<file path="src/rtl/reg_writeback.sv">
// reg_writeback: merges ALU results and RV32I loads into one registered register-file write port.
// Optional load timeout enabled by defining WB_LOAD_TIMEOUT_EN.
module reg_writeback #(
    parameter int TIMEOUT_CYCLES = 255
) (
    input  logic        clk,
    input  logic        reset,
    input  logic        alu_valid,
    input  logic [4:0]  alu_rd,
    input  logic [31:0] alu_result,
    output logic        alu_ready,
    input  logic        load_issue_valid,
    input  logic [4:0]  load_issue_rd,
    input  logic [2:0]  load_issue_funct3,
    input  logic [1:0]  load_issue_offset,
    output logic        load_issue_ready,
    input  logic        mem_read_valid,
    input  logic [31:0] mem_read_data,
    output logic [4:0]  rd_addr,
    output logic [31:0] rd_data,
    output logic        reg_write_enable,
    output logic [31:0] busy_mask,
    output logic        load_error
);
    typedef enum logic {IDLE, WAIT_MEM} state_t;
    state_t state, state_n;
    logic [4:0] ld_rd, ld_rd_n, rd_addr_n;
    logic [2:0] ld_f3, ld_f3_n;
    logic [1:0] ld_off, ld_off_n;
    logic [31:0] busy_n, rd_data_n, ld_val;
    logic [7:0] byte_v;
    logic [15:0] half_v;
    logic we_n, mem_hit, load_acc, alu_acc, timeout;

    if (TIMEOUT_CYCLES < 1 || TIMEOUT_CYCLES > 65535) begin : g_bad_timeout
        $error("TIMEOUT_CYCLES out of range 1..65535");
    end

    assign load_issue_ready = (state == IDLE) && !reset;
    assign load_acc = load_issue_valid && load_issue_ready;
    assign mem_hit = (state == WAIT_MEM) && mem_read_valid;
    // The ALU hazard check deliberately sees the pre-update busy mask.
    assign alu_ready = !reset && !mem_hit && !(alu_rd != 5'd0 && busy_mask[alu_rd]);
    assign alu_acc = alu_valid && alu_ready;
    assign byte_v = 8'(mem_read_data >> {ld_off, 3'b000});
    assign half_v = ld_off[1] ? mem_read_data[31:16] : mem_read_data[15:0];
    assign ld_val = ld_f3[1:0] == 2'b00 ? {{24{~ld_f3[2] & byte_v[7]}}, byte_v} :
                    ld_f3[1:0] == 2'b01 ? {{16{~ld_f3[2] & half_v[15]}}, half_v} : mem_read_data;

`ifdef WB_LOAD_TIMEOUT_EN
    logic [15:0] cnt, cnt_n;
    assign timeout = (state == WAIT_MEM) && !mem_read_valid && (cnt + 16'd1 == 16'(TIMEOUT_CYCLES));
    assign cnt_n = load_acc ? 16'd0 : (state == WAIT_MEM && !mem_read_valid) ? cnt + 16'd1 : cnt;
    always_ff @(posedge clk) begin
        if (reset) begin
            cnt <= 16'd0;
            load_error <= 1'b0;
        end else begin
            cnt <= cnt_n;
            load_error <= timeout;
        end
    end
`else
    assign timeout = 1'b0;
    assign load_error = 1'b0;
`endif

    always_comb begin
        state_n = state;
        ld_rd_n = ld_rd;
        ld_f3_n = ld_f3;
        ld_off_n = ld_off;
        busy_n = busy_mask;
        rd_addr_n = rd_addr;
        rd_data_n = rd_data;
        we_n = 1'b0;
        if (load_acc) begin
            state_n = WAIT_MEM;
            ld_rd_n = load_issue_rd;
            ld_f3_n = load_issue_funct3;
            ld_off_n = load_issue_offset;
            busy_n[load_issue_rd] = 1'b1;
        end
        if (mem_hit || timeout) begin
            state_n = IDLE;
            busy_n[ld_rd] = 1'b0;
        end
        if (mem_hit) begin
            rd_addr_n = ld_rd;
            rd_data_n = ld_val;
            we_n = ld_rd != 5'd0;
        end else if (alu_acc) begin
            rd_addr_n = alu_rd;
            rd_data_n = alu_result;
            we_n = alu_rd != 5'd0;
        end
        busy_n[0] = 1'b0;
    end

    always_ff @(posedge clk) begin
        if (reset) begin
            state <= IDLE;
            ld_rd <= 5'd0;
            ld_f3 <= 3'd0;
            ld_off <= 2'd0;
            busy_mask <= 32'd0;
            rd_addr <= 5'd0;
            rd_data <= 32'd0;
            reg_write_enable <= 1'b0;
        end else begin
            state <= state_n;
            ld_rd <= ld_rd_n;
            ld_f3 <= ld_f3_n;
            ld_off <= ld_off_n;
            busy_mask <= busy_n;
            rd_addr <= rd_addr_n;
            rd_data <= rd_data_n;
            reg_write_enable <= we_n;
        end
    end
endmodule

</file>
<file path="config.mk">
export PLATFORM = sky130hd
export DESIGN_NAME = reg_writeback
export DESIGN_NICKNAME = d
export VERILOG_FILES = /design/src/rtl/reg_writeback.sv
export SDC_FILE = /design/constraint.sdc
export NUM_CORES = 1
export LEC_CHECK = 0
export BUFFER_PORTS_ARGS = -buffer_cell sky130_fd_sc_hd__buf_2
export CORE_UTILIZATION = 54
export CTS_CLUSTER_DIAMETER = 120
export DETAILED_ROUTE_END_ITERATION = 8
export HOLD_SLACK_MARGIN = 0.03
export MAX_ROUTING_LAYER = met4
export PLACE_DENSITY = 0.89
export SETUP_SLACK_MARGIN = 0.15
export SYNTH_ARGS = -nofsm -noshare
export SYNTH_HDL_FRONTEND = slang
export SYNTH_SLANG_ARGS = --single-unit
</file>
<file path="constraint.sdc">
create_clock -name clk -period 4.6 [get_ports clk]
set_input_delay 0.69 -clock clk [delete_from_list [all_inputs] [get_ports clk]]
set_output_delay 0.69 -clock clk [all_outputs]
set_load 0.03 [all_outputs]
</file>
==> flow_summary.json <==
{
  "status": "finished, final reports clean",
  "die_area_um2": 8663,
  "synthTopCellsByCount": "dfxtp_1, a21oi_1, nand2_1",
  "io_buffer_count": 154,
  "cp-start-kind": "primary input",
  "cts_repair_resize_count": 0,
  "synth_top_area_cell": "dfxtp_1",
  "rows": 32,
  "clkTransAtPathRegs_ns": 0.09,
  "place_ws_ns": 1.364,
  "hold_start": "rd_data[8]$_SDFFE_PP0P_",
  "h-tree-depth": 3,
  "critPathKind": "in2out",
  "yosys.cell_count.top_type": "dfxtp_1",
  "worstMarginPinSlew_ns": 1.164,
  "cts_made_buffers": 9,
  "boundaryPins": 157,
  "drc": 0,
  "wl_per_cell_um": 19.39,
  "cts_hold_buf": 0,
  "crit_slowest_cell": "a2bb2oi_4",
  "drive_gt1_share_pct": 32.15,
  "hold_end": "rd_data[8]$_SDFFE_PP0P_",
  "fmaxAchievable_mhz": 311.7,
  "worstSkewPairLatency_ns": 0.36,
  "synth_edf_count": 0,
  "die_w_um": 93.08,
  "fin_skew_ns": 0.01523,
  "setup_viol": 0,
  "tns_ns": 0,
  "grt_use_total_pct": 34.73,
  "initial_core_util_pct": 56.79,
  "yosysTopAreaCellShare_pct": 35.75,
  "grt_pass1_vias": 4523,
  "hold_violations": 0,
  "period_share_pct": 69.74,
  "p_per_area_nw_per_um2": 302.4,
  "arrival_ns": 2.52,
  "r2r_cells": 6,
  "multiInputGateArea_um2": 2567,
  "fp.dieH_um": 93.08,
  "critPathMaxStageDelay_ns": 0.51,
  "syn_avg_cell_area_um2": 8.516,
  "crit_chain": "buf_2 > nor3b_1 > a22oi_1 > and4_1 > a2bb2oi_4 > clkinv_2 > buf_2",
  "seq_area_um2": 1602,
  "post-cts-setup-buffers": 0,
  "async_flop_share_pct": 0,
  "area_delta_synth_final_pct": 19.92,
  "setup_ws_ns": 1.392,
  "ir_drop_mv": 0.1441,
  "grt_pass1_wl_mm": 22.56,
  "end_kind": "primary output",
  "leakage_nw": 2.340,
  "cp_max_fo": 27,
  "drv_slew": 0,
  "yosysSeqAreaShare_pct": 35.75,
  "netlist_instances": 526,
  "core_um2": 7888,
  "dr_total_vias": 4953,
  "ys.flop_type": "dfxtp_1",
  "period_needed_ns": 3.208,
  "hold-path-cell-count": 2,
  "final_nets": 729,
  "min_path_type": "reg2reg",
  "synth_cell_types": 45,
  "synth.area.top_cells": "dfxtp_1, a21oi_1, mux4_2",
  "required_ns": 3.91,
  "cp_common_cell": "buf_2",
  "dr.pass1.iters": 5,
  "antenna_found_initial": 0,
  "syn_area_um2": 4479,
  "grt_max_degree": 42,
  "clk_path_buf_depth": 2,
  "r2r-end": "rd_data[2]$_SDFFE_PP0P_",
  "num-fill-cells": 674,
  "cts-root-buf": "clkbuf_8",
  "reg2reg_from": "ld_off[1]$_SDFFE_PP0P_",
  "slew_headroom_pct": 21.82,
  "ant_nets": 0,
  "dr.first_iter.drc_count": 517,
  "cts_tree": "done",
  "ys_ff_latch": 80,
  "maxCapViolCount": 0,
  "rsz0062_at_grt": "no",
  "viasPerCell": 6.586,
  "reg2reg_slack_ns": 1.81,
  "clock-sinks": 80,
  "place_congestion": 1.016,
  "wirelength_mm": 14.58,
  "yosys_warnings": 0,
  "dpl.hpwl_mm": 10.37,
  "crit_start": "alu_rd[0]",
  "overflow": 0,
  "diodes": 0
}
-- worst max-delay path: cells and delay by family --
| kind | cells | cell delay (ns) |
|---|---|---|
| buffers and inverters | 3 | 0.67 |
| AND/OR/NAND/NOR | 2 | 0.54 |
| AO/OA/AOI/OAI | 2 | 0.61 |
-- metrics by stage --
step                      total power, mW  instance area [µm²]  utilization [%]  hold WS, ns  cells
after floorplan                     1.035                 4483                -       0.4626    527
after CTS                           1.619                 5371            68.10       0.4969    752
after global routing                1.686                 5371            68.10       0.5269    752
after global placement              1.146                 5196            65.88       0.4717    736
after detailed placement            1.159                 5196            65.88       0.4844    736
final                               1.624                 5371            68.10       0.4928    752
-- sequential cells by signal, indices dropped and copies added, names as in the netlist --
register,flops
ld_rd,5
rd_data,32
busy_mask,31
rd_addr,5
state,1
reg_write_enable,1
ld_off,2
ld_f3,3
-- per-layer routing --
metal  vias to the layer above  part of all wire [%]  wire [µm]  track usage (%)
met2                       380                    48       7059            56.37
li1                       2206                     -          -                -
met1                      2295                    37       5457            40.80
met5                         -                     0          0                -
met3                        72                   9.4       1374            4.634
met4                         0                   4.7        691            21.79
-- report_power, final --
| group | leakage, nW | total (mW) | internal (mW) | switching, mW |
|---|---|---|---|---|
| sequential | 0.654 | 0.771 | 0.731 | 0.0397 |
| combinational | 1.60 | 0.377 | 0.137 | 0.240 |
| clock | 0.0866 | 0.477 | 0.212 | 0.264 |
| total | 2.34 | 1.62 | 1.08 | 0.544 |
-- placed cells by master, fill, tap and decap left out, drive strengths merged, types with 5 or more instances in the layout --
cell and instances:
nor3b 7, o21ai 16, a21oi 67, a221o 7, buf 161, nand3b 8
inv 19, nor2 31, a221oi 8, o311a 16, nor3 23, a31oi 6
a211o 7, mux4 14, or3 16, a2111oi 13, nand2 64, a211oi 35
o211ai 7, and3b 5, clkbuf 12, dfxtp 80
-- area by class of cell --
type / instances / area share [%]
Timing Repair Buffer: 161 / 15.33
Sequential cell: 80 / 29.82
Tap cell: 102 / 2.376
Clock inverter: 4 / 0.5590
Clock buffer: 12 / 2.702
Inverter: 20 / 1.421
Multi-Input combinational cell: 373 / 47.80
-- logic make-up (layout without fill, tap and decap cells) --
family | count (synthesis) | after routing | share of synthesized area (%)
other cells | 1 | 2 | 0.08372
mux | 19 | 19 | 8.268
buf+inv | 74 | 197 | 7.011
compound gates | 185 | 185 | 30.61
flops | 80 | 80 | 35.75
simple gates | 167 | 167 | 18.27
-- worst max path at each step --
| stage | end | slack (ns) | cells after the start |
|---|---|---|---|
| floorplan | alu_ready | 2.02 | 6 |
| global placement | alu_ready | 1.44 | 7 |
| detailed placement | alu_ready | 1.36 | 7 |
| global route | alu_ready | 1.19 | 7 |
| CTS | alu_ready | 1.36 | 7 |
| finish | alu_ready | 1.39 | 7 |
Power figures use the tool's default switching activity.
